`src/rtl/lfsr_bist_sequencer.sv`:
```
// BIST sequencer for a PRBS8 Galois LFSR generator/checker pair: seeds the pair,
// waits for lock, soaks, injects corruption, then confirms unlock and relock.
module lfsr_bist_sequencer #(
  parameter int SEED_W         = 8,
  parameter int SOFT_RST_CYC   = 2,
  parameter int LOCK_TIMEOUT   = 64,
  parameter int RUN_LEN        = 256,
  parameter int CORRUPT_LEN    = 3,
  parameter int UNLOCK_TIMEOUT = 8
) (
  input  logic              clk,
  input  logic              i_rst,
  input  logic              i_start,
  input  logic              i_abort,
  input  logic [SEED_W-1:0] i_seed,
  input  logic              i_lock,
  output logic [SEED_W-1:0] o_seed,
  output logic              o_soft_reset,
  output logic              o_valid,
  output logic              o_corrupt,
  output logic              o_busy,
  output logic              o_done,
  output logic              o_pass,
  output logic [2:0]        o_err_code
);

  localparam int M_A   = (LOCK_TIMEOUT > RUN_LEN) ? LOCK_TIMEOUT : RUN_LEN;
  localparam int M_B   = (CORRUPT_LEN > UNLOCK_TIMEOUT) ? CORRUPT_LEN : UNLOCK_TIMEOUT;
  localparam int M_C   = (M_B > SOFT_RST_CYC) ? M_B : SOFT_RST_CYC;
  localparam int MAX_P = (M_A > M_C) ? M_A : M_C;
  localparam int CNT_W = $clog2(MAX_P) + 1;

  typedef enum logic [2:0] {
    S_IDLE, S_SEED, S_WAIT_LOCK, S_RUN, S_INJECT, S_WAIT_UNLOCK, S_WAIT_RELOCK, S_DONE
  } state_t;

  state_t             state_q, state_d;
  logic [CNT_W-1:0]   cnt_q, cnt_d, cnt_dec;
  logic [SEED_W-1:0]  seed_q, seed_d;
  logic               pass_q, pass_d;
  logic [2:0]         err_q, err_d;
  logic               soft_reset_q, soft_reset_d;
  logic               valid_q, valid_d;
  logic               corrupt_q, corrupt_d;
  logic               busy_q, busy_d;
  logic               done_q, done_d;

  assign cnt_dec = cnt_q - CNT_W'(1);

  always_comb begin
    state_d = state_q;
    cnt_d   = cnt_q;
    seed_d  = seed_q;
    pass_d  = pass_q;
    err_d   = err_q;
    case (state_q)
      S_IDLE: begin
        if (i_start) begin
          seed_d = i_seed;
          pass_d = 1'b0;
          err_d  = 3'd0;
          // An all-zero seed would lock the LFSR up, so fail without touching it.
          if (i_seed == '0) begin
            state_d = S_DONE;
            err_d   = 3'd5;
          end else begin
            state_d = S_SEED;
            cnt_d   = CNT_W'(SOFT_RST_CYC - 1);
          end
        end
      end
      S_SEED: begin
        if (cnt_q == '0) begin
          state_d = S_WAIT_LOCK;
          cnt_d   = CNT_W'(LOCK_TIMEOUT - 1);
        end else begin
          cnt_d = cnt_dec;
        end
      end
      S_WAIT_LOCK: begin
        if (i_lock) begin
          state_d = S_RUN;
          cnt_d   = CNT_W'(RUN_LEN - 1);
        end else if (cnt_q == '0) begin
          state_d = S_DONE;
          err_d   = 3'd1;
        end else begin
          cnt_d = cnt_dec;
        end
      end
      S_RUN: begin
        if (!i_lock) begin
          state_d = S_DONE;
          err_d   = 3'd2;
        end else if (cnt_q == '0) begin
          state_d = S_INJECT;
          cnt_d   = CNT_W'(CORRUPT_LEN - 1);
        end else begin
          cnt_d = cnt_dec;
        end
      end
      S_INJECT: begin
        if (cnt_q == '0) begin
          state_d = S_WAIT_UNLOCK;
          cnt_d   = CNT_W'(UNLOCK_TIMEOUT - 1);
        end else begin
          cnt_d = cnt_dec;
        end
      end
      S_WAIT_UNLOCK: begin
        if (!i_lock) begin
          state_d = S_WAIT_RELOCK;
          cnt_d   = CNT_W'(LOCK_TIMEOUT - 1);
        end else if (cnt_q == '0) begin
          state_d = S_DONE;
          err_d   = 3'd3;
        end else begin
          cnt_d = cnt_dec;
        end
      end
      S_WAIT_RELOCK: begin
        if (i_lock) begin
          state_d = S_DONE;
          err_d   = 3'd0;
          pass_d  = 1'b1;
        end else if (cnt_q == '0) begin
          state_d = S_DONE;
          err_d   = 3'd4;
        end else begin
          cnt_d = cnt_dec;
        end
      end
      S_DONE: begin
        state_d = S_IDLE;
        cnt_d   = '0;
      end
      default: state_d = S_IDLE;
    endcase
    // Abort discards any verdict reached this cycle; the last result stays visible.
    if (state_q != S_IDLE && i_abort) begin
      state_d = S_IDLE;
      cnt_d   = '0;
      seed_d  = '0;
      pass_d  = pass_q;
      err_d   = err_q;
    end
    soft_reset_d = (state_d == S_SEED);
    valid_d      = (state_d == S_WAIT_LOCK) || (state_d == S_RUN) || (state_d == S_INJECT) ||
                   (state_d == S_WAIT_UNLOCK) || (state_d == S_WAIT_RELOCK);
    corrupt_d    = (state_d == S_INJECT);
    busy_d       = (state_d != S_IDLE);
    done_d       = (state_d == S_DONE);
  end

  always_ff @(posedge clk) begin
    if (i_rst) begin
      state_q      <= S_IDLE;
      cnt_q        <= '0;
      seed_q       <= '0;
      pass_q       <= 1'b0;
      err_q        <= 3'd0;
      soft_reset_q <= 1'b0;
      valid_q      <= 1'b0;
      corrupt_q    <= 1'b0;
      busy_q       <= 1'b0;
      done_q       <= 1'b0;
    end else begin
      state_q      <= state_d;
      cnt_q        <= cnt_d;
      seed_q       <= seed_d;
      pass_q       <= pass_d;
      err_q        <= err_d;
      soft_reset_q <= soft_reset_d;
      valid_q      <= valid_d;
      corrupt_q    <= corrupt_d;
      busy_q       <= busy_d;
      done_q       <= done_d;
    end
  end

  assign o_seed       = seed_q;
  assign o_soft_reset = soft_reset_q;
  assign o_valid      = valid_q;
  assign o_corrupt    = corrupt_q;
  assign o_busy       = busy_q;
  assign o_done       = done_q;
  assign o_pass       = pass_q;
  assign o_err_code   = err_q;

endmodule

```
`config.mk`:
```
export PLATFORM = sky130hd
export DESIGN_NAME = lfsr_bist_sequencer
export DESIGN_NICKNAME = d
export VERILOG_FILES = /design/src/rtl/lfsr_bist_sequencer.sv
export SDC_FILE = /design/constraint.sdc
export NUM_CORES = 1
export LEC_CHECK = 0
export CAP_MARGIN = 15
export CORE_UTILIZATION = 55
export CTS_CLUSTER_SIZE = 40
export DETAILED_ROUTE_END_ITERATION = 6
export PLACE_DENSITY = 0.78
export SYNTH_ARGS = -nofsm -noshare
export SYNTH_HDL_FRONTEND = slang
export SYNTH_SLANG_ARGS = --single-unit
```
`constraint.sdc`:
```
create_clock -name clk -period 3.3 [get_ports clk]
set_input_delay 0.66 -clock clk [delete_from_list [all_inputs] [get_ports clk]]
set_output_delay 0.66 -clock clk [all_outputs]
set_load 0.05 [all_outputs]
```
==> results.md <==
* Combinational cell fraction of total power at 68.5%
* Finish-stage setup viols at 0
* Crit path launch type: flop
* Max-Cap Viols at 0
* Die area at 0.004031 sq mm
* Post-DR wirelength/cell at 16.59 um
* Final period util at 78.77%
* Worst Hold Class: flop to flop
* Crit-path cells: inv_1 -> ha_1 -> or4b_4 -> nor2_8 -> inv_4 -> ha_1 -> mux2_2 -> o22ai_1 -> o21ai_0 -> a221oi_1
* Syn Area/Cell at 7.617 sq um
* Most common cell after layout, fill and taps aside: nand2_1
* R2R Path Start: cnt_q[0]$_SDFFE_PP0P_
* IO Pins at 30
* Worst-Skew Late Latency at 290 ps
* FF+latch count, synth at 29
* Post-route minimum period at 2599 ps
* WS Path Type: flop to flop
* Clock sink count at 29
* Max Clk Rate at 0.3847 GHz
* CP delay by family, top: simple AND/OR/NAND/NOR gates
* Layout cells sized above 1 at 10.03%
* Cell taking the most area after synthesis: dfxtp_1
* Hold Path Sink: o_seed[4]$_SDFFE_PP0P_
* Clk root buf: clkbuf_8
* R2R setup slack at 700 ps
* Pin count of the biggest net entering global routing at 24
* Async SR Flop Fraction at 0%
* Yosys top cell area share at 27.92%
* CP bufs+invs at 2
* Syn_nets at 290
* Hold Path Origin: o_seed[4]$_SDFFE_PP0P_
* R2r endpoint: cnt_q[0]$_SDFFE_PP0P_
* FP Rows at 21
* Switch share at 52.31%
* Via Count at 2228
* Prevailing post-synth register cell: dfxtp_1
* Clock Skew at 5.742 ps
* CTS Buf Count at 5
* Footprint of the multi-input gates at 0.001339 sq mm
* H-tree levels at 2
* Reg clk slew, reported paths at 60 ps
* Vias in the first global route at 1998
* Int Pwr at 1.336 mW
* Setup total negative slack at 0 ps
* Commonest non-fill, non-tap cells in the layout: nand2_1 (36), dfxtp_1 (29), clkdlybuf4s50_1 (29), a21oi_1 (25), nor2_1 (23)
* Hold Fails Final Rpt at 0
* Distinct cells, synth at 61
* Drc violations at 0
* # hold bufs at CTS at 0
* Slew Viols, Final at 0
* Core Box Area at 0.003468 sq mm
* RePlAce Congestion at 1.018
* Top cell by count, worst path: ha_1
* Drt first pass iters at 5
* Initial Util at 59.96%
* Synth area leaders: dfxtp_1 (28%), nand2_1 (6.5%), a21oi_1 (6.0%)
* EDFF count, synth at 0
* First-pass GRT wire length at 9459 um
* Fill cell count at 314
* Detailed-route wire length at 5722 um
* Hold Path Cell Cnt at 2
* WP data required at 3490 ps
* Cells on worst reg2reg path at 10
* Met1 Track Usage GR at 42.45%
* FF/Latch Area at 580.6 sq um
* Cell Area, Placed at 0.002386 sq mm
* Nets at 315
* Port bufs at 29
* Via density at 6.458
* DRT iter0 DRCs at 233
* Die W at 63.49 um
* Area Growth Syn to Fin at 18.71%
* Sequential power share at 21.3%
* Gate Count Post-Synth at 273
* RSZ-0062 raised after global routing: false
* Switching power at 1.466 mW
* CP peak stage delay at 530 ps
* CP Capture Type: flop
* Peak supply drop at 0.7634 mV
* Buffers inserted by post-CTS timing repair at 0
* Post-synthesis cell area at 0.002079 sq mm
* CP max stage cell: or4b_4
* Grt peak-use layer: met2
* Worst-path maximum fanout at 12
* CP Data Arrival Time at 2790 ps
* Warnings from Yosys at 0
* GRT Total Usage at 29.98%
* N_diodes at 0
* Seq/Total Area, Yosys at 27.92%
* Die Ht at 63.49 um
* PostCTS Resize Cnt at 0
* Slew headroom at 49.57%
* Outcome: finished, final reports clean
* Worst slew pin tran at 755.4 ps
* Initial antenna violation count at 0
* Met2 usage at 43.62%
* Power per cell area at 1135 mW/mm^2
* Clk pwr share at 10.2%
* CTS tree: built
* Leakage power at 0.9210 nW
* Cell area after layout at 0.002469 sq mm
* Gr ovfl total at 0
* GR Layer Usage met3 at 5.254%
* Dpl hpwl at 4186 um
* Detail Route Antenna Nets at 0
* Clock tree buffer depth at 2
worst max path at each step:
stage	from	endpoint	slack, ps	depth (start not counted)
floorplan	cnt_q[0]$_SDFFE_PP0P_	cnt_q[0]$_SDFFE_PP0P_	820	12
global placement	i_lock	o_busy$_SDFF_PP0_	600	6
detailed placement	i_lock	o_done$_SDFF_PP0_	610	6
CTS	cnt_q[0]$_SDFFE_PP0P_	cnt_q[0]$_SDFFE_PP0P_	700	10
global route	cnt_q[0]$_SDFFE_PP0P_	cnt_q[0]$_SDFFE_PP0P_	550	10
finish	cnt_q[0]$_SDFFE_PP0P_	cnt_q[0]$_SDFFE_PP0P_	700	10
final cells by class:
cell class	instances	share of cell area (%)
tap	46	2.331
timing repair buffer	40	15.10
sequential	29	23.52
clock buffer	6	2.940
clock inverter	2	0.4055
multi-input combinational	213	54.23
inverter	9	1.470
layer usage:
layer	vias up	part of all wire (%)	wire length, um
li1	1060	-	-
met5	-	0	0
met1	1015	44	2525
met2	136	43	2470
met3	17	10	590
met4	0	2.4	136
cell usage after synthesis, types with 2 or more instances:
library cell  instances
a211oi_1              7
a21o_1                3
a21oi_1              25
a221oi_1              2
a22o_1                3
a31oi_1               6
and2_1                3
and3_1                3
buf_1                 3
buf_2                 3
buf_6                 5
clkbuf_1             11
dfxtp_1              29
ha_1                  4
inv_1                 8
mux2i_1               3
nand2_1              36
nand2b_1              6
nand3_1               8
nand3b_1              3
nor2_1               23
nor2b_1               5
nor3_1                8
nor3b_1               3
nor4_1                5
nor4b_2               2
o2111ai_1             2
o211ai_1              5
o21ai_0               9
o22ai_1               5
o2bb2ai_1             2
o32ai_1               2
or2_2                 2
or3_1                 2
through the flow:
| step | hold slack (ps) | total power, mW | utilization (%) | setup slack, ps | std cells |
|---|---|---|---|---|---|
| after global placement | 443.0 | 2.476 | 68.80 | 597.6 | 337 |
| after floorplan | 487.0 | 2.100 | - | 816.8 | 273 |
| after global routing | 469.8 | 2.995 | 71.18 | 554.6 | 345 |
| after detailed placement | 448.4 | 2.467 | 68.80 | 607.7 | 337 |
| after CTS | 458.0 | 2.764 | 71.18 | 699.1 | 345 |
| final | 455.7 | 2.802 | 71.18 | 700.6 | 345 |
flip-flops by register name, indices dropped and copies added, names as in the netlist, 3 cells and up:
register	flops
o_seed	8
cnt_q	9
o_err_code	3
state_q	3
logic make-up (layout without fill, tap and decap cells):
| logic type | Yosys count | in the layout | synth area share (%) |
|---|---|---|---|
| simple gates | 117 | 117 | 30.27 |
| flops | 29 | 29 | 27.92 |
| buf+inv | 31 | 57 | 7.701 |
| fa+ha+maj | 4 | 4 | 2.407 |
| xor+xnor | 1 | 1 | 0.4213 |
| mux | 4 | 4 | 1.986 |
| compound gates | 87 | 87 | 29.30 |
power by group through the flow:
stage	sequential, mW	clock (mW)	combinational (mW)
6_report	0.598	0.285	1.92
5_1_grt	0.615	0.306	2.07
4_1_cts	0.593	0.289	1.88
3_5_place_dp	0.599	0	1.87
3_3_place_gp	0.599	0	1.88
2_1_floorplan	0.638	0	1.46
worst reg2reg max path: cells and delay by family, from the launching register on:
| family | cells | cell delay [ps] |
|---|---|---|
| flops | 1 | 340 |
| buf+inv | 2 | 260 |
| mux | 1 | 270 |
| compound gates | 3 | 450 |
| fa+ha+maj | 2 | 470 |
| simple gates | 2 | 720 |
Note: power is estimated with default switching activity, not from simulation.
